===== src/rtl/vga_overlay_timing_if.sv =====
// Marker/pixel inputs and raster/DAC outputs of the VGA overlay timing stage.
// The slave side is the timing block; the master side is its environment.
interface vga_overlay_timing_if #(
    parameter int unsigned HW     = 10,
    parameter int unsigned VW     = 10,
    parameter int unsigned N_MARK = 4
);
    logic [N_MARK*HW-1:0] mark_x;
    logic [N_MARK*VW-1:0] mark_y;
    logic [N_MARK-1:0]    mark_en;
    logic                 cross_en;
    logic [23:0]          rgb_in;
    logic [HW-1:0]        hcount;
    logic [VW-1:0]        vcount;
    logic                 frame_start;
    logic                 line_start;
    logic [7:0]           vga_red;
    logic [7:0]           vga_green;
    logic [7:0]           vga_blue;
    logic                 vga_hsync;
    logic                 vga_vsync;
    logic                 vga_blank_b;
    logic                 vga_sync_b;

    modport master (
        output mark_x, mark_y, mark_en, cross_en, rgb_in,
        input  hcount, vcount, frame_start, line_start,
        input  vga_red, vga_green, vga_blue,
        input  vga_hsync, vga_vsync, vga_blank_b, vga_sync_b
    );

    modport slave (
        input  mark_x, mark_y, mark_en, cross_en, rgb_in,
        output hcount, vcount, frame_start, line_start,
        output vga_red, vga_green, vga_blue,
        output vga_hsync, vga_vsync, vga_blank_b, vga_sync_b
    );
endinterface


===== src/rtl/vga_overlay_timing.sv =====
// Programmable VGA raster timing with a latency-matched output pipeline that
// composites frame-synchronised markers and an optional crosshair over rgb_in.
module vga_overlay_timing #(
    parameter int unsigned H_ACTIVE  = 640,
    parameter int unsigned H_FP      = 16,
    parameter int unsigned H_SYNC    = 96,
    parameter int unsigned H_BP      = 48,
    parameter int unsigned V_ACTIVE  = 480,
    parameter int unsigned V_FP      = 11,
    parameter int unsigned V_SYNC    = 2,
    parameter int unsigned V_BP      = 31,
    parameter int unsigned HW        = 10,
    parameter int unsigned VW        = 10,
    parameter int unsigned DELAY     = 7,
    parameter int unsigned N_MARK    = 4,
    parameter int unsigned MARK_MODE = 0,
    parameter logic [23:0] OVL_RGB   = 24'hFFFFFF
) (
    input  logic                 clock,
    input  logic                 reset,
    vga_overlay_timing_if.slave  bus
);
    localparam int unsigned H_TOTAL   = H_ACTIVE + H_FP + H_SYNC + H_BP;
    localparam int unsigned V_TOTAL   = V_ACTIVE + V_FP + V_SYNC + V_BP;
    localparam int unsigned HS_FIRST  = H_ACTIVE + H_FP;
    localparam int unsigned HS_LAST   = H_ACTIVE + H_FP + H_SYNC - 1;
    localparam int unsigned VS_FIRST  = V_ACTIVE + V_FP;
    localparam int unsigned VS_LAST   = V_ACTIVE + V_FP + V_SYNC - 1;
    localparam logic signed [HW:0] DX_LIM = (HW+1)'(2);
    localparam logic signed [VW:0] DY_LIM = (VW+1)'(2);

    logic [HW-1:0] h_q, h_d;
    logic [VW-1:0] v_q, v_d;
    logic          h_last, v_last;

    logic [N_MARK*HW-1:0] mx_q;
    logic [N_MARK*VW-1:0] my_q;
    logic [N_MARK-1:0]    men_q;
    logic                 cross_q;

    logic hit_raw, hs_raw, vs_raw, blank_raw;
    logic [HW-1:0]        mx;
    logic [VW-1:0]        my;
    logic signed [HW:0]   dx;
    logic signed [VW:0]   dy;
    logic                 near;

    logic [DELAY-1:0] hit_dly_q, hs_dly_q, vs_dly_q, blank_dly_q;
    logic [23:0]      rgb_q, rgb_d;
    logic             hsync_q, vsync_q, blank_b_q;
    logic             line_start_c;

    // Raster counters: hcount wraps every line, vcount every frame
    always_comb begin
        h_last = (h_q == HW'(H_TOTAL - 1));
        v_last = (v_q == VW'(V_TOTAL - 1));
        h_d    = h_last ? '0 : h_q + HW'(1);
        v_d    = v_q;
        if (h_last) begin
            v_d = v_last ? '0 : v_q + VW'(1);
        end
    end

    always_ff @(posedge clock) begin
        if (reset) begin
            h_q <= '0;
            v_q <= '0;
        end else begin
            h_q <= h_d;
            v_q <= v_d;
        end
    end

    // Marker shadows load on the last pixel of a frame so the overlay never tears
    always_ff @(posedge clock) begin
        if (reset) begin
            mx_q    <= '0;
            my_q    <= '0;
            men_q   <= '0;
            cross_q <= 1'b0;
        end else if (h_last && v_last) begin
            mx_q    <= bus.mark_x;
            my_q    <= bus.mark_y;
            men_q   <= bus.mark_en;
            cross_q <= bus.cross_en;
        end
    end

    always_comb begin
        hs_raw    = !((h_q >= HW'(HS_FIRST)) && (h_q <= HW'(HS_LAST)));
        vs_raw    = !((v_q >= VW'(VS_FIRST)) && (v_q <= VW'(VS_LAST)));
        blank_raw = (h_q >= HW'(H_ACTIVE)) || (v_q >= VW'(V_ACTIVE));
    end

    // Hit test on undelayed counters; box mode uses widened signed deltas so edges clip
    always_comb begin
        hit_raw = cross_q && ((h_q == HW'(H_ACTIVE / 2)) || (v_q == VW'(V_ACTIVE / 2)));
        mx      = '0;
        my      = '0;
        dx      = '0;
        dy      = '0;
        near    = 1'b0;
        for (int i = 0; i < int'(N_MARK); i++) begin
            mx = mx_q[i*HW +: HW];
            my = my_q[i*VW +: VW];
            if (MARK_MODE == 0) begin
                near = (h_q == mx) || (v_q == my);
            end else begin
                dx   = $signed({1'b0, h_q}) - $signed({1'b0, mx});
                dy   = $signed({1'b0, v_q}) - $signed({1'b0, my});
                near = (dx >= -DX_LIM) && (dx <= DX_LIM) && (dy >= -DY_LIM) && (dy <= DY_LIM);
            end
            hit_raw = hit_raw | (men_q[i] & near);
        end
    end

    // Delay lines aligning control with rgb_in; reset to blanked, syncs inactive
    always_ff @(posedge clock) begin
        if (reset) begin
            hit_dly_q   <= '0;
            hs_dly_q    <= '1;
            vs_dly_q    <= '1;
            blank_dly_q <= '1;
        end else begin
            hit_dly_q   <= {hit_dly_q[DELAY-2:0], hit_raw};
            hs_dly_q    <= {hs_dly_q[DELAY-2:0], hs_raw};
            vs_dly_q    <= {vs_dly_q[DELAY-2:0], vs_raw};
            blank_dly_q <= {blank_dly_q[DELAY-2:0], blank_raw};
        end
    end

    always_comb begin
        rgb_d = bus.rgb_in;
        if (blank_dly_q[DELAY-1]) begin
            rgb_d = '0;
        end else if (hit_dly_q[DELAY-1]) begin
            rgb_d = OVL_RGB;
        end
    end

    always_ff @(posedge clock) begin
        if (reset) begin
            rgb_q     <= '0;
            hsync_q   <= 1'b1;
            vsync_q   <= 1'b1;
            blank_b_q <= 1'b0;
        end else begin
            rgb_q     <= rgb_d;
            hsync_q   <= hs_dly_q[DELAY-1];
            vsync_q   <= vs_dly_q[DELAY-1];
            blank_b_q <= !blank_dly_q[DELAY-1];
        end
    end

    // Start pulses decode the counter registers, held low while reset is asserted
    assign line_start_c    = (h_q == '0) && !reset;
    assign bus.line_start  = line_start_c;
    assign bus.frame_start = line_start_c && (v_q == '0);
    assign bus.hcount      = h_q;
    assign bus.vcount      = v_q;
    assign bus.vga_red     = rgb_q[23:16];
    assign bus.vga_green   = rgb_q[15:8];
    assign bus.vga_blue    = rgb_q[7:0];
    assign bus.vga_hsync   = hsync_q;
    assign bus.vga_vsync   = vsync_q;
    assign bus.vga_blank_b = blank_b_q;
    assign bus.vga_sync_b  = 1'b1;
endmodule


===== src/flat_wrapper.sv =====
// flat-port wrapper written by rule: the top's interface ports become plain ports
module vga_overlay_timing_flat 
#(
    parameter int unsigned H_ACTIVE  = 640,
    parameter int unsigned H_FP      = 16,
    parameter int unsigned H_SYNC    = 96,
    parameter int unsigned H_BP      = 48,
    parameter int unsigned V_ACTIVE  = 480,
    parameter int unsigned V_FP      = 11,
    parameter int unsigned V_SYNC    = 2,
    parameter int unsigned V_BP      = 31,
    parameter int unsigned HW        = 10,
    parameter int unsigned VW        = 10,
    parameter int unsigned DELAY     = 7,
    parameter int unsigned N_MARK    = 4,
    parameter int unsigned MARK_MODE = 0,
    parameter logic [23:0] OVL_RGB   = 24'hFFFFFF
)
  (clock, reset, bus_mark_x, bus_mark_y, bus_mark_en, bus_cross_en, bus_rgb_in, bus_hcount, bus_vcount, bus_frame_start, bus_line_start, bus_vga_red, bus_vga_green, bus_vga_blue, bus_vga_hsync, bus_vga_vsync, bus_vga_blank_b, bus_vga_sync_b);
  vga_overlay_timing_if #(.HW(HW), .VW(VW), .N_MARK(N_MARK)) bus_i ();
  input  logic clock;
  input  logic reset;
  input wire logic [$bits(bus_i.mark_x)-1:0] bus_mark_x;
  input wire logic [$bits(bus_i.mark_y)-1:0] bus_mark_y;
  input wire logic [$bits(bus_i.mark_en)-1:0] bus_mark_en;
  input wire logic [$bits(bus_i.cross_en)-1:0] bus_cross_en;
  input wire logic [$bits(bus_i.rgb_in)-1:0] bus_rgb_in;
  output wire logic [$bits(bus_i.hcount)-1:0] bus_hcount;
  output wire logic [$bits(bus_i.vcount)-1:0] bus_vcount;
  output wire logic [$bits(bus_i.frame_start)-1:0] bus_frame_start;
  output wire logic [$bits(bus_i.line_start)-1:0] bus_line_start;
  output wire logic [$bits(bus_i.vga_red)-1:0] bus_vga_red;
  output wire logic [$bits(bus_i.vga_green)-1:0] bus_vga_green;
  output wire logic [$bits(bus_i.vga_blue)-1:0] bus_vga_blue;
  output wire logic [$bits(bus_i.vga_hsync)-1:0] bus_vga_hsync;
  output wire logic [$bits(bus_i.vga_vsync)-1:0] bus_vga_vsync;
  output wire logic [$bits(bus_i.vga_blank_b)-1:0] bus_vga_blank_b;
  output wire logic [$bits(bus_i.vga_sync_b)-1:0] bus_vga_sync_b;
  assign bus_i.mark_x = bus_mark_x;
  assign bus_i.mark_y = bus_mark_y;
  assign bus_i.mark_en = bus_mark_en;
  assign bus_i.cross_en = bus_cross_en;
  assign bus_i.rgb_in = bus_rgb_in;
  assign bus_hcount = bus_i.hcount;
  assign bus_vcount = bus_i.vcount;
  assign bus_frame_start = bus_i.frame_start;
  assign bus_line_start = bus_i.line_start;
  assign bus_vga_red = bus_i.vga_red;
  assign bus_vga_green = bus_i.vga_green;
  assign bus_vga_blue = bus_i.vga_blue;
  assign bus_vga_hsync = bus_i.vga_hsync;
  assign bus_vga_vsync = bus_i.vga_vsync;
  assign bus_vga_blank_b = bus_i.vga_blank_b;
  assign bus_vga_sync_b = bus_i.vga_sync_b;
  vga_overlay_timing #(.H_ACTIVE(H_ACTIVE), .H_FP(H_FP), .H_SYNC(H_SYNC), .H_BP(H_BP), .V_ACTIVE(V_ACTIVE), .V_FP(V_FP), .V_SYNC(V_SYNC), .V_BP(V_BP), .HW(HW), .VW(VW), .DELAY(DELAY), .N_MARK(N_MARK), .MARK_MODE(MARK_MODE), .OVL_RGB(OVL_RGB)) u_core (.clock(clock), .reset(reset), .bus(bus_i));
endmodule

===== config.mk =====
export PLATFORM = sky130hd
export DESIGN_NAME = vga_overlay_timing_flat
export DESIGN_NICKNAME = d
export VERILOG_FILES = /design/src/rtl/vga_overlay_timing_if.sv /design/src/rtl/vga_overlay_timing.sv /design/src/flat_wrapper.sv
export SDC_FILE = /design/constraint.sdc
export NUM_CORES = 1
export LEC_CHECK = 0
export ABC_AREA = 1
export ABC_CLOCK_PERIOD_IN_PS = 2490
export CAP_MARGIN = 20
export CORE_MARGIN = 1
export CORE_UTILIZATION = 33
export DETAILED_ROUTE_END_ITERATION = 12
export PLACE_DENSITY = 0.6
export SLEW_MARGIN = 20
export SYNTH_ARGS = -nofsm -noshare
export SYNTH_HDL_FRONTEND = slang
export SYNTH_SLANG_ARGS = --single-unit

===== constraint.sdc =====
create_clock -name clock -period 2.49 [get_ports clock]
set_input_delay 0.6225 -clock clock [delete_from_list [all_inputs] [get_ports clock]]
set_output_delay 0.6225 -clock clock [all_outputs]
set_load 0.02 [all_outputs]

# Word level (Yosys, flattened, before mapping)
# Index checks and enable logic that the tools add are counted.
# totals
inputBits	111
reg_bits	160
output_inout_bits	50
wordCells	64
# op_classes
addsub	2
muxes	2
n_reduce_logical	20
magnitude_cmp	6
n_eq_ne	12
bitwise	8
# ops
op	count
10-bit equality test	8
24-bit 2-to-1 mux	1
10-bit by 1-bit adder with 10-bit output (second input constant)	2
10-bit equality test (second input constant)	2
10-bit >= comparator (second input constant)	2
10-bit by 9-bit >= comparator with 1-bit output (second input constant)	2
10-bit zero test	2
10-bit by 8-bit equality test with 1-bit output (second input constant)	1
10-bit by 9-bit equality test with 1-bit output (second input constant)	1
10-bit less-or-equal comparator (second input constant)	1
10-bit by 9-bit less-or-equal comparator with 1-bit output (second input constant)	1
10-bit 2-to-1 mux	1
1-bit logical AND	6
1-bit logical OR	6
1-bit AND	4
1-bit zero test	4
1-bit OR	4
2-bit OR reduction	2

# Longest topological paths before layout
# Gate-level depths: netlist of the first run.
# depth
depth_word	7
ltp_mapped	13
ltp_nobuf	12

# Worst setup path before layout of the first run
# Ideal clock, no wire load.
# synth_timing
path_type	in2out
startpoint	input reset
endpoint	output bus_frame_start
cell_stages	5
slack_ps	-173
arrival_ps	2040
path_buffers	2
t_required_ps	1867
path_cell_list	clkbuf_1 > inv_1 > clkbuf_1 > nand4_1 > nor4_1
# synth_via
elab_chain_cells	3
# synth_rtl
element	line	source
start, declared	flat_wrapper.sv:22	input logic reset;
1-bit zero test	vga_overlay_timing.sv:156	assign line_start_c = (h_q == '0) && !reset;
1-bit logical AND	vga_overlay_timing.sv:156	
1-bit logical AND	vga_overlay_timing.sv:158	assign bus.frame_start = line_start_c && (v_q == '0);
end, declared	flat_wrapper.sv:30	output wire logic [$bits(bus_i.frame_start)-1:0] bus_frame_start;
# No other way between the ends.

# Worst setup path after layout of the first run
# Ends and elaborated chain as after synthesis.

==> results, run 1 <==
- The congestion estimate from routability-driven global placement came to a little over 0.8.
- The number of sinks on the clock net is 160.
- The first global-routing pass estimated 29500 um of wire.
- The number of H-tree levels is 4.
- The clock reaches the later pin of the worst-skew pair after 0.42 ns.
- The flow ran to the end, and the final reports show no timing, DRC or antenna violations.
- The floorplan step set the die height to 145 um.
- The number of CTS-inserted buffers is 17.
- The maximum clock path buffer count is 2.
- The final-report setup violation count is 0.
- The commonest cells after synthesis are 191 x nor2_1, 160 x dfxtp_1, 151 x nand2_1.
- The remaining number of nets flagged by the antenna check after routing is 0.
- During synthesis, Yosys emitted a total of 0 warnings.
- nor2_1 is the most common cell in the netlist.
- The pre-antenna-repair detailed-routing pass consisted of 7 iterations.
- The die covers 21100 um2.
- In this run, post-CTS hold repair placed 0 buffers.
- On the critical path the largest part of the delay comes from buffers and inverters.
- Yosys attributes the largest share of cell area to dfxtp_1 47%, nor2_1 11%, nand2_1 8.4%.
- At the pin with the least slew margin, the transition time is 0.806 ns.
- The nature of the critical path endpoint is an output port.
- Across all setup checks in the final design, the least slack found is 0.143 ns.
- In this run, synthesis produced a sequential element count of between 150 and 200.
- roughly 160 I/O pins were placed.
- The remaining global-route overflow is 0.
- Setup repair after global routing could not meet its margin everywhere.
- Global routing used roughly 18% of the available tracks across all layers.
- The final routed wire length divided by cell count is 13.6 um.
- The net count of the mapped netlist is 1028.
- The area of the core is 20200 um2.
- The die is 145 um wide.
- For this block, the initial DRC count from the detailed router was between 300 and 400.
- The overall power consumption is 5660 uW.
- The setup TNS is 0 ns.
- Entering global routing, the biggest net connects 89 pins.
- At the worst endpoint, the arrival time is between 1.5 and 2 ns.
- By startpoint and endpoint, the worst setup path is classified as input port to output port.
- The nature of the critical path startpoint is an input port.
- The path class of the lowest-slack min-delay path is flop to flop.
- The final core area utilization is 46.3%.
- The number of nets in the finished design is 1192.
- The max-slew violation count is 0.
- The max-capacitance violation count is 0.
- TritonCTS built the clock tree.
- The slowest stage of the critical path is the clkdlybuf4s50_1 cell.
- In the final layout, the share of cells above drive strength 1 is 9.36%.
- The largest fanout on the critical path is 2.
- The final wirelength is between 15000 and 20000 um.
- The fraction of synthesis flops using an asynchronous set or reset pin is 0%.
- The number of endpoints with negative hold slack in the final report is 0.
- The clock root buffer is clkbuf_16.
- The number of antenna violations at the first check in global routing was 0.
- The largest vdd supply drop is 0.409 mV.
- The initialized floorplan defines 52 standard-cell rows.
- Of the post-synthesis cell area, the dominant cell type holds a little under half.
- Between clock sinks in the finished design, the worst skew comes to approximately 0.012 ns.
- For this configuration, the core starts out at a cell density of 33.6%.
- For this run, design rule violations remaining after detail routing come to 0.
- dfxtp_1 takes more of the synthesized area than any other cell.
- The highest cell delay on the worst timing path is 0.45 ns.
- Compared with the post-synthesis result, the final layout area differs by 37.8%.
- The number of buffers and inverters on the critical path is 3.
- The share of the Yosys chip area taken by registers is 47.3%.
- The final clock period utilization by the worst path is between 90% and 100%.
- The detailed-placement wirelength estimate is 13200 um.
- The synthesized design contains 0 enable-type register cells.
- Power spread over the standard cell area amounts to 607 nW/um2.
- The count of buffers added on input and output ports is 159.
- Among all flip-flop cells after synthesis, the most frequent one is dfxtp_1.
- Timing would allow up to approximately 430 MHz.
- Traced cell by cell, the critical path runs through clkdlybuf4s50_1, inv_2, nand4_1, nor4_2, buf_2.
- For this design the static power due to leakage is 0.00364 uW.
- The post-synth design cell area is 6770 um2.
- The number of library cell types mapped by synthesis is 37.
- The detail-routed via count per cell is 4.56.
- After technology mapping, the gate count stands at slightly above 900.
- The final critical delay including setup and external delays is 2.35 ns.
- The number of global-route vias before repair is 5663.
- The total number of vias is 6203.
- The worst endpoint required time is 1.87 ns.
- Each instance of the synthesized netlist takes up on average 7.42 um2.
- The worst setup slack before clock tree synthesis is -0.328 ns.
- The remaining max-slew budget at the tightest pin is 46.2%.
- The final hold slack is between 0.3 and 0.4 ns.
- The number of antenna diodes in the final layout is 0.
- The CTS clock-pin slew for the worst setup and hold paths is around 0.060 ns.
-- layout make-up --
class	count	area, um2
repair buffers	197	1900
inverters	75	282
multi-input cells	626	3000
clock buffers	22	454
fillers	2077	10800
clock inverters	10	160
flip-flops and latches	160	3200
well taps	270	338
-- power breakdown --
group	internal, uW	switching, uW
Sequential	2570	2.48
Combinational	213	150
Clock	1700	1030
-- what timing repair did --
action / in CTS / in global routing
setup endpoints to repair: 2 / 4
gates resized for setup: 5 / 5
setup buffers: 0 / 0
-- worst paths after layout --
check             slack [ns]                           endpoint  cells after the start                               from
hold reg to reg         0.40  u_core.bus.vga_blank_b$_SDFF_PP0_                      1   u_core.blank_dly_q[6]$_SDFF_PP1_
setup / recovery        0.14                    bus_frame_start                      5                              reset
hold / removal          0.40  u_core.bus.vga_blank_b$_SDFF_PP0_                      1   u_core.blank_dly_q[6]$_SDFF_PP1_
setup reg to reg        0.25        u_core.mx_q[0]$_SDFFE_PP0P_                     10  u_core.bus.vcount[0]$_SDFFE_PP0N_
-- registers in the layout, summed over array words and instances (netlist names) --
name,count
u_core.men_q,4
u_core.my_q,40
u_core.hit_dly_q,7
u_core.bus.hcount,10
u_core.vs_dly_q,7
u_core.hs_dly_q,7
u_core.bus.vga_hsync,1
u_core.cross_q,1
u_core.bus.vga_vsync,1
u_core.bus.vga_blank_b,1
u_core.bus.vcount,10
u_core.blank_dly_q,7
u_core.rgb_q,24
u_core.mx_q,40
-- placed cells by master (no fill, tap or decap), types with 2 or more instances in the layout --
| master | instances |
|---|---|
| or2_2 | 22 |
| nor4_1 | 2 |
| inv_1 | 69 |
| a21oi_1 | 55 |
| buf_4 | 35 |
| nor3b_1 | 2 |
| nand2_1 | 151 |
| xor2_1 | 10 |
| o21ai_0 | 71 |
| buf_12 | 2 |
| clkdlybuf4s50_1 | 157 |
| clkinv_2 | 3 |
| nor3_1 | 11 |
| nor2_1 | 191 |
| xnor2_1 | 30 |
| nand4_1 | 14 |
| inv_2 | 5 |
| dfxtp_1 | 160 |
| clkbuf_1 | 4 |
| o22ai_1 | 2 |
| bufinv_16 | 4 |
| clkbuf_16 | 17 |
| nand3_1 | 26 |
| o21ai_1 | 22 |
| ha_1 | 4 |
| clkinv_4 | 2 |
-- metrics by stage --
| stage | cell area [um2] | instances |
|---|---|---|
| finish | 9330 | 1360 |
| detailed placement | 8720 | 1328 |
| floorplan | 6780 | 913 |
| CTS | 9340 | 1360 |
| global route | 9330 | 1360 |
| global placement | 8720 | 1328 |
-- logic make-up after synthesis --
| family | count (synthesis) | synth area share, % |
|---|---|---|
| AOI/OAI and AO/OA | 154 | 11.6 |
| buffers and inverters | 127 | 8.52 |
| and+or+nand+nor | 427 | 26.6 |
| DFF | 160 | 47.3 |
| xor gates and xnor gates | 40 | 5.17 |
| adders and majority gates | 4 | 0.739 |
| other | 1 | 0.0554 |
-- metal layers --
metal,global-route usage (%),vias up,wire length [um]
li1,-,3212,-
met1,25.0,2796,9130
met2,27.2,178,8110
met3,3.68,17,991
met4,6.11,0,231
met5,0,-,0
No activity file was read; power rests on OpenSTA's default activity.
==> inputs of run 2 (changes only) <==
CAP_MARGIN = unset   (was 20)
SETUP_SLACK_MARGIN = 0.1   (was unset)
==> results, run 2 (synthesis results as in run 1) <==
- The number of sinks on the clock net is 160 (unchanged).
- The total number of vias is 6143 (-0.97%).
- The detailed-placement wirelength estimate is 12800 um (-3.1%).
- The total DRC errors in the routed layout is 0 (unchanged).
- The growth of design area from synthesis to finish is 37.9% (about the same).
- Setup repair after global routing left no endpoint under its margin.
- The overall power consumption was 5500 uW (-2.8%).
- The slew at the pin with the worst max-slew slack is 0.800 ns (-0.00540 ns).
- The maximum number of pins on one net before global-route repair is 89 (unchanged).
- The remaining max-slew budget at the tightest pin is 46.6% (+0.36 points).
- The horizontal die dimension came to 145 um (unchanged).
- The DRC marker count from the first detailed-route iteration is 431 (+21%).
- The worst clock skew is 0.00999 ns (-0.00247 ns).
- The setup slack after layout was 0.217 ns (+0.0744 ns).
- The fraction of final layout cells sized beyond drive strength 1 is 9.72% (+0.37 points).
- The number of H-tree levels is 4 (unchanged).
- The detail-routed via count per cell is 4.52 (-0.97%).
- The flow ran to the end, and the final reports show no timing, DRC or antenna violations.
- The worst hold path depth is 1 (unchanged).
- The number of global-route vias before repair was 5565 (-1.7%).
- The nature of the critical path startpoint is a flop.
- The number of nets in the finished design is 1196 (+0.34%).
- The worst setup slack before clock tree synthesis is -0.259 ns (+0.0686 ns).
- The number of endpoints with negative hold slack in the final report is 0 (unchanged).
- The global routing usage summed across all routing layers is 17.2% (-0.62 points).
- The largest fanout on the critical path is 9 (+7).
- The number of I/O pins is 161 (unchanged).
- The area of the die is 21100 um2 (unchanged).
- The path class of the lowest-slack min-delay path is flop to flop.
- The worst endpoint required time was 1.87 ns (about the same).
- The count of inserted antenna diode cells is 0 (unchanged).
- The data arrival time of the worst path came to 1.65 ns (-0.07 ns).
- The remaining number of nets flagged by the antenna check after routing is 0 (unchanged).
- The number of antenna violations at the first check in global routing is 0 (unchanged).
- The later-pin clock latency in the skew report is 0.42 ns (about the same).
- The hold buffer count at cts is 0 (unchanged).
- The logic depth of the worst register-to-register path is 10 (unchanged).
- The final hold slack is 0.395 ns (-0.000815 ns).
- The number of CTS-inserted buffers is 17 (unchanged).
- The static leakage is 0.00364 uW (about the same).
- The wire length of the first global-routing pass was 28800 um (-2.5%).
- The power per cell area is 590 nW/um2 (-2.9%).
- The final wirelength is 18000 um (-2.5%).
- The largest vdd supply drop is 0.456 mV (+11%).
- The max-slew violation count is 0 (unchanged).
- The number of rows in the core area is 52 (unchanged).
- TritonCTS built the clock tree.
- The number of fillers in the final layout was 2028 (-2.4%).
- The nature of the critical path endpoint is an output port.
- The final weighted congestion of routability-driven global placement is 0.815 (+1.0%).
- The final-report setup violation count is 0 (unchanged).
- The clock root buffer is clkbuf_16.
- The final routed wire length divided by cell count came to 13.2 um (-2.5%).
- The remaining global-route overflow came to 0 (unchanged).
- The max-capacitance violation count is 0 (unchanged).
- In the layout the commonest cells are 191 x nor2_1, 160 x dfxtp_1, 156 x clkdlybuf4s50_1, 151 x nand2_1, 72 x o21ai_0.
- The area of the core is 20200 um2 (unchanged).
- The CTS clock-pin slew for the worst setup and hold paths is 0.06 ns (about the same).
- The largest registers in the layout are u_core.mx_q x40, u_core.my_q x40, u_core.rgb_q x24.
- The count of input and output buffers is 159 (unchanged).
- The final critical delay including setup and external delays came to 2.27 ns (-0.0744 ns).
- The height of the die came to 145 um (unchanged).
- The startpoint-to-endpoint class of the critical path is flop to output port.
- The fmax came to 440 MHz (+3.3%).
- The initial core utilization was 33.6% (unchanged).
- The iteration count of the initial detailed-routing pass is 5 (-2).
- The leading cell type in the layout, fill and taps excluded is nor2_1.
- The maximum clock path buffer count is 2 (unchanged).
- The final clock period utilization by the worst path was 91.3% (-3.0 points).
run 2: cell types whose count changed in the layout (fill, tap and decap cells not counted), sizes merged:
cell           change
clkbuf             -6
clkinvlp           +2
buf                +5
clkdlybuf4s50      -1
bufinv             -1
dlymetal6s2s       +1
run 2: cell type report:
cell class	count	area, um2	share of cell area (%)
Sequential cell	160	3200	34.3
Inverter	75	282	3.02
Clock inverter	11	145	1.55
Tap cell	270	338	3.62
Timing Repair Buffer	201	1930	20.7
Multi-Input combinational cell	626	3010	32.3
Clock buffer	17	425	4.56
run 2: final timing paths:
| kind | from | endpoint | slack [ns] |
|---|---|---|---|
| max | u_core.bus.hcount[6]$_SDFF_PP0_ | bus_hcount[6] | 0.22 |
| min | u_core.blank_dly_q[6]$_SDFF_PP1_ | u_core.bus.vga_blank_b$_SDFF_PP0_ | 0.39 |
| max reg2reg | u_core.bus.vcount[0]$_SDFFE_PP0N_ | u_core.mx_q[22]$_SDFFE_PP0P_ | 0.27 |
| min reg2reg | u_core.blank_dly_q[6]$_SDFF_PP1_ | u_core.bus.vga_blank_b$_SDFF_PP0_ | 0.39 |
run 2: what timing repair did:
action	in CTS	in global routing
setup endpoints to repair	2	24
pin swaps	0	3
resized for setup	8	4
hold endpoints to repair	0	0
buffers inserted	0	1
run 2: critical path: stages, from the launching register on:
cell,delay [ns]
dfxtp_1,0.37
buf_4,0.22
clkdlybuf4s50_1,0.66
run 2: through the flow:
step / TNS (ns) / cell area, um2 / instances / util (%)
2_1_floorplan: 0 / 6790 / 913 / -
3_3_place_gp: -0.445 / 8750 / 1331 / 43.4
3_5_place_dp: -0.467 / 8750 / 1331 / 43.4
4_1_cts: 0 / 9310 / 1359 / 46.2
5_1_grt: 0 / 9340 / 1360 / 46.3
6_report: 0 / 9340 / 1360 / 46.3
run 2: report_power, final:
group	switching, uW	leakage (uW)	internal (uW)	total [uW]
logic	152	0.00208	220	372
registers	2.46	0.00129	2570	2570
clock network	1010	0.000272	1550	2560
total	1170	0.00364	4340	5500
run 2: metal layers:
layer / routed length [um] / GRT usage [%]
met1: 9080 / 24.4
met5: 0 / 0
met3: 887 / 3.43
met4: 200 / 5.21
met2: 7830 / 26.3
==> inputs of run 3 (changes only) <==
CORE_UTILIZATION = 50   (was 33)
PLACE_DENSITY = 0.83   (was 0.6)
SETUP_SLACK_MARGIN = 0.15   (was 0.1)
==> results, run 3 (synthesis results as in run 1) <==
- The power per cell area is 606 nW/um2 (+2.8%).
- The fraction of final layout cells sized beyond drive strength 1 is 9.75% (+0.027 points).
- The leading cell type in the layout, fill and taps excluded is nor2_1.
- The remaining number of nets flagged by the antenna check after routing is 0 (unchanged).
- The maximum number of pins on one net before global-route repair is 125 (+40%).
- The library cell appearing most often on the critical path is inv_2.
- The final core area utilization came to 69.5% (+23 points).
- The setup slack after layout is 0.187 ns (-0.0302 ns).
- The nature of the critical path startpoint is a flop.
- The number of global-route vias before repair is 5962 (+7.1%).
- The number of I/O pins is 161 (unchanged).
- The DRC marker count from the first detailed-route iteration was 465 (+7.9%).
- The master of the slowest instance on the critical path is dfxtp_1.
- The worst setup slack before clock tree synthesis is -0.225 ns (+0.0339 ns).
- The fmax is 434 MHz (-1.3%).
- The cell area after placement came to 8590 um2 (-1.8%).
- The count of input and output buffers is 159 (unchanged).
- The max-capacitance violation count is 0 (unchanged).
- The number of endpoints with negative hold slack in the final report is 0 (unchanged).
- Setup repair after global routing could not meet its margin everywhere.
- The final design instance area without fill was 9200 um2 (-1.4%).
- Clock tree synthesis selected as its root buffer the cell clkbuf_16.
- The number of CTS-inserted buffers is 17 (unchanged).
- The number of rows in the core area is 42 (-19%).
- The number of nets in the finished design is 1191 (-0.42%).
- The critical path goes through inv_2, ha_2, nand3_2, nor2_2, inv_2, nor4_4, buf_4.
- The area of the core is 13200 um2 (-34%).
- The height of the die was 118 um (-18%).
- The final critical delay including setup and external delays came to 2.30 ns (+0.0302 ns).
- The worst endpoint required time is 1.87 ns (about the same).
- In the final layout, the registers with the most flip-flops are u_core.mx_q x40, u_core.my_q x40, u_core.rgb_q x24.
- The final routed wire length divided by cell count was 13.4 um (+1.3%).
- The static leakage is 0.00365 uW (+0.28%).
- The slew at the pin with the worst max-slew slack is 0.764 ns (-0.0360 ns).
- The remaining max-slew budget at the tightest pin is 49.0% (+2.4 points).
- The data arrival time of the worst path is 1.68 ns (+0.03 ns).
- The count of inserted antenna diode cells is 0 (unchanged).
- The horizontal die dimension is 118 um (-18%).
- The initial core utilization came to 51.1% (+18 points).
- The final-report setup violation count is 0 (unchanged).
- TritonCTS built the clock tree.
- The detailed-placement wirelength estimate is 12000 um (-6.6%).
- The max-slew violation count is 0 (unchanged).
- The growth of design area from synthesis to finish is 35.9%.
- The nature of the critical path endpoint is an output port.
- The critical path is of the flop to output port type.
- The worst clock skew was 0.00807 ns (-0.00192 ns).
- The detail-routed via count per cell was 5.05 (+12%).
- The run finished with clean final reports.
- The iteration count of the initial detailed-routing pass was 5 (unchanged).
- The setup TNS came to 0 ns (unchanged).
- The area of the die is 14000 um2 (-34%).
- The largest vdd supply drop is 0.467 mV (+2.5%).
- The number of sinks on the clock net came to 160 (unchanged).
- The total DRC errors in the routed layout was 0 (unchanged).
- The final clock period utilization by the worst path is 92.5% (+1.2 points).
- The number of fillers in the final layout is 1057 (-48%).
- The number of antenna violations at the first check in global routing is 0 (unchanged).
- The number of H-tree levels is 4 (unchanged).
- The maximum clock path buffer count is 2 (unchanged).
- The hold buffer count at cts is 0 (unchanged).
- The remaining global-route overflow is 0 (unchanged).
- The highest cell delay on the worst timing path is 0.32 ns (-0.34 ns).
- The total number of vias is 6377 (+3.8%).
- The final wirelength came to 16900 um (-5.9%).
- The global routing usage summed across all routing layers was 25.1% (+7.9 points).
- The largest fanout on the critical path is 2 (-7).
- The post-CTS setup buffer count came to 0 (unchanged).
- The wire length of the first global-routing pass came to 27600 um (-3.9%).
- The final weighted congestion of routability-driven global placement was 0.870 (+6.8%).
- The CTS clock-pin slew for the worst setup and hold paths is 0.06 ns (about the same).
- The later-pin clock latency in the skew report came to 0.43 ns (about the same).
- The path class of the lowest-slack min-delay path is flop to flop.
- Leaving out fill and tap cells, the most frequent cells in the layout are 190 x nor2_1, 160 x dfxtp_1, 156 x clkdlybuf4s50_1, 151 x nand2_1, 70 x o21ai_0.
==> run 3: cell count changes in the layout (fill, tap and decap cells not counted), moves of 3 or more <==
| cell | delta |
|---|---|
| inv_2 | +3 |
| inv_1 | -3 |
| clkbuf_1 | +3 |
| clkbuf_8 | +4 |
| buf_4 | -3 |
| clkinvlp_4 | -3 |
==> run 3: power breakdown <==
group | total, uW | switching [uW] | internal, uW
clock network | 2630 | 964 | 1670
logic | 373 | 151 | 222
registers | 2570 | 3.20 | 2570
total | 5570 | 1120 | 4460
==> run 3: worst max-delay path: cells and delay by family (launching register included) <==
family,cells,cell delay (ns)
simple gates,3,0.45
buf+inv,3,0.31
flops,1,0.32
fa+ha+maj,1,0.18
==> run 3: area by class of cell <==
type                            count  area (um2)  share of cell area [%]
Multi-Input combinational cell    626        3020                    32.8
Sequential cell                   160        3200                    34.8
Inverter                           75         282                    3.06
Clock buffer                       24         492                    5.34
Clock inverter                      6         105                    1.14
Timing Repair Buffer              196        1880                    20.5
Tap cell                          176         220                    2.39
==> run 3: routing by layer <==
metal / routed length, um / GRT usage, % / vias to the layer above
met5: 0 / 0 / -
met4: 353 / 10.2 / 0
met3: 1420 / 6.61 / 31
met2: 7830 / 40.6 / 283
met1: 7340 / 31.9 / 2863
li1: - / - / 3200
==> run 3: through the flow <==
| stage | std cells | hold WS [ns] | total power [uW] |
|---|---|---|---|
| floorplan | 913 | 0.380 | 2760 |
| global placement | 1233 | 0.382 | 2990 |
| detailed placement | 1233 | 0.391 | 2990 |
| CTS | 1263 | 0.401 | 5590 |
| global route | 1263 | 0.421 | 5740 |
| finish | 1263 | 0.399 | 5570 |
==> run 3: path summary, 6_finish.rpt <==
check | start | to | slack [ns] | cells past startpoint
max | u_core.bus.hcount[0]$_SDFF_PP0_ | bus_frame_start | 0.19 | 7
max reg2reg | u_core.bus.hcount[0]$_SDFF_PP0_ | u_core.mx_q[0]$_SDFFE_PP0P_ | 0.27 | 10
min reg2reg | u_core.blank_dly_q[6]$_SDFF_PP1_ | u_core.bus.vga_blank_b$_SDFF_PP0_ | 0.40 | 1
min | u_core.blank_dly_q[6]$_SDFF_PP1_ | u_core.bus.vga_blank_b$_SDFF_PP0_ | 0.40 | 1
==> run 3: what timing repair did <==
item | CTS | global route
pin swaps | 0 | 1
resized for setup | 8 | 12
endpoints found under the setup margin | 2 | 39
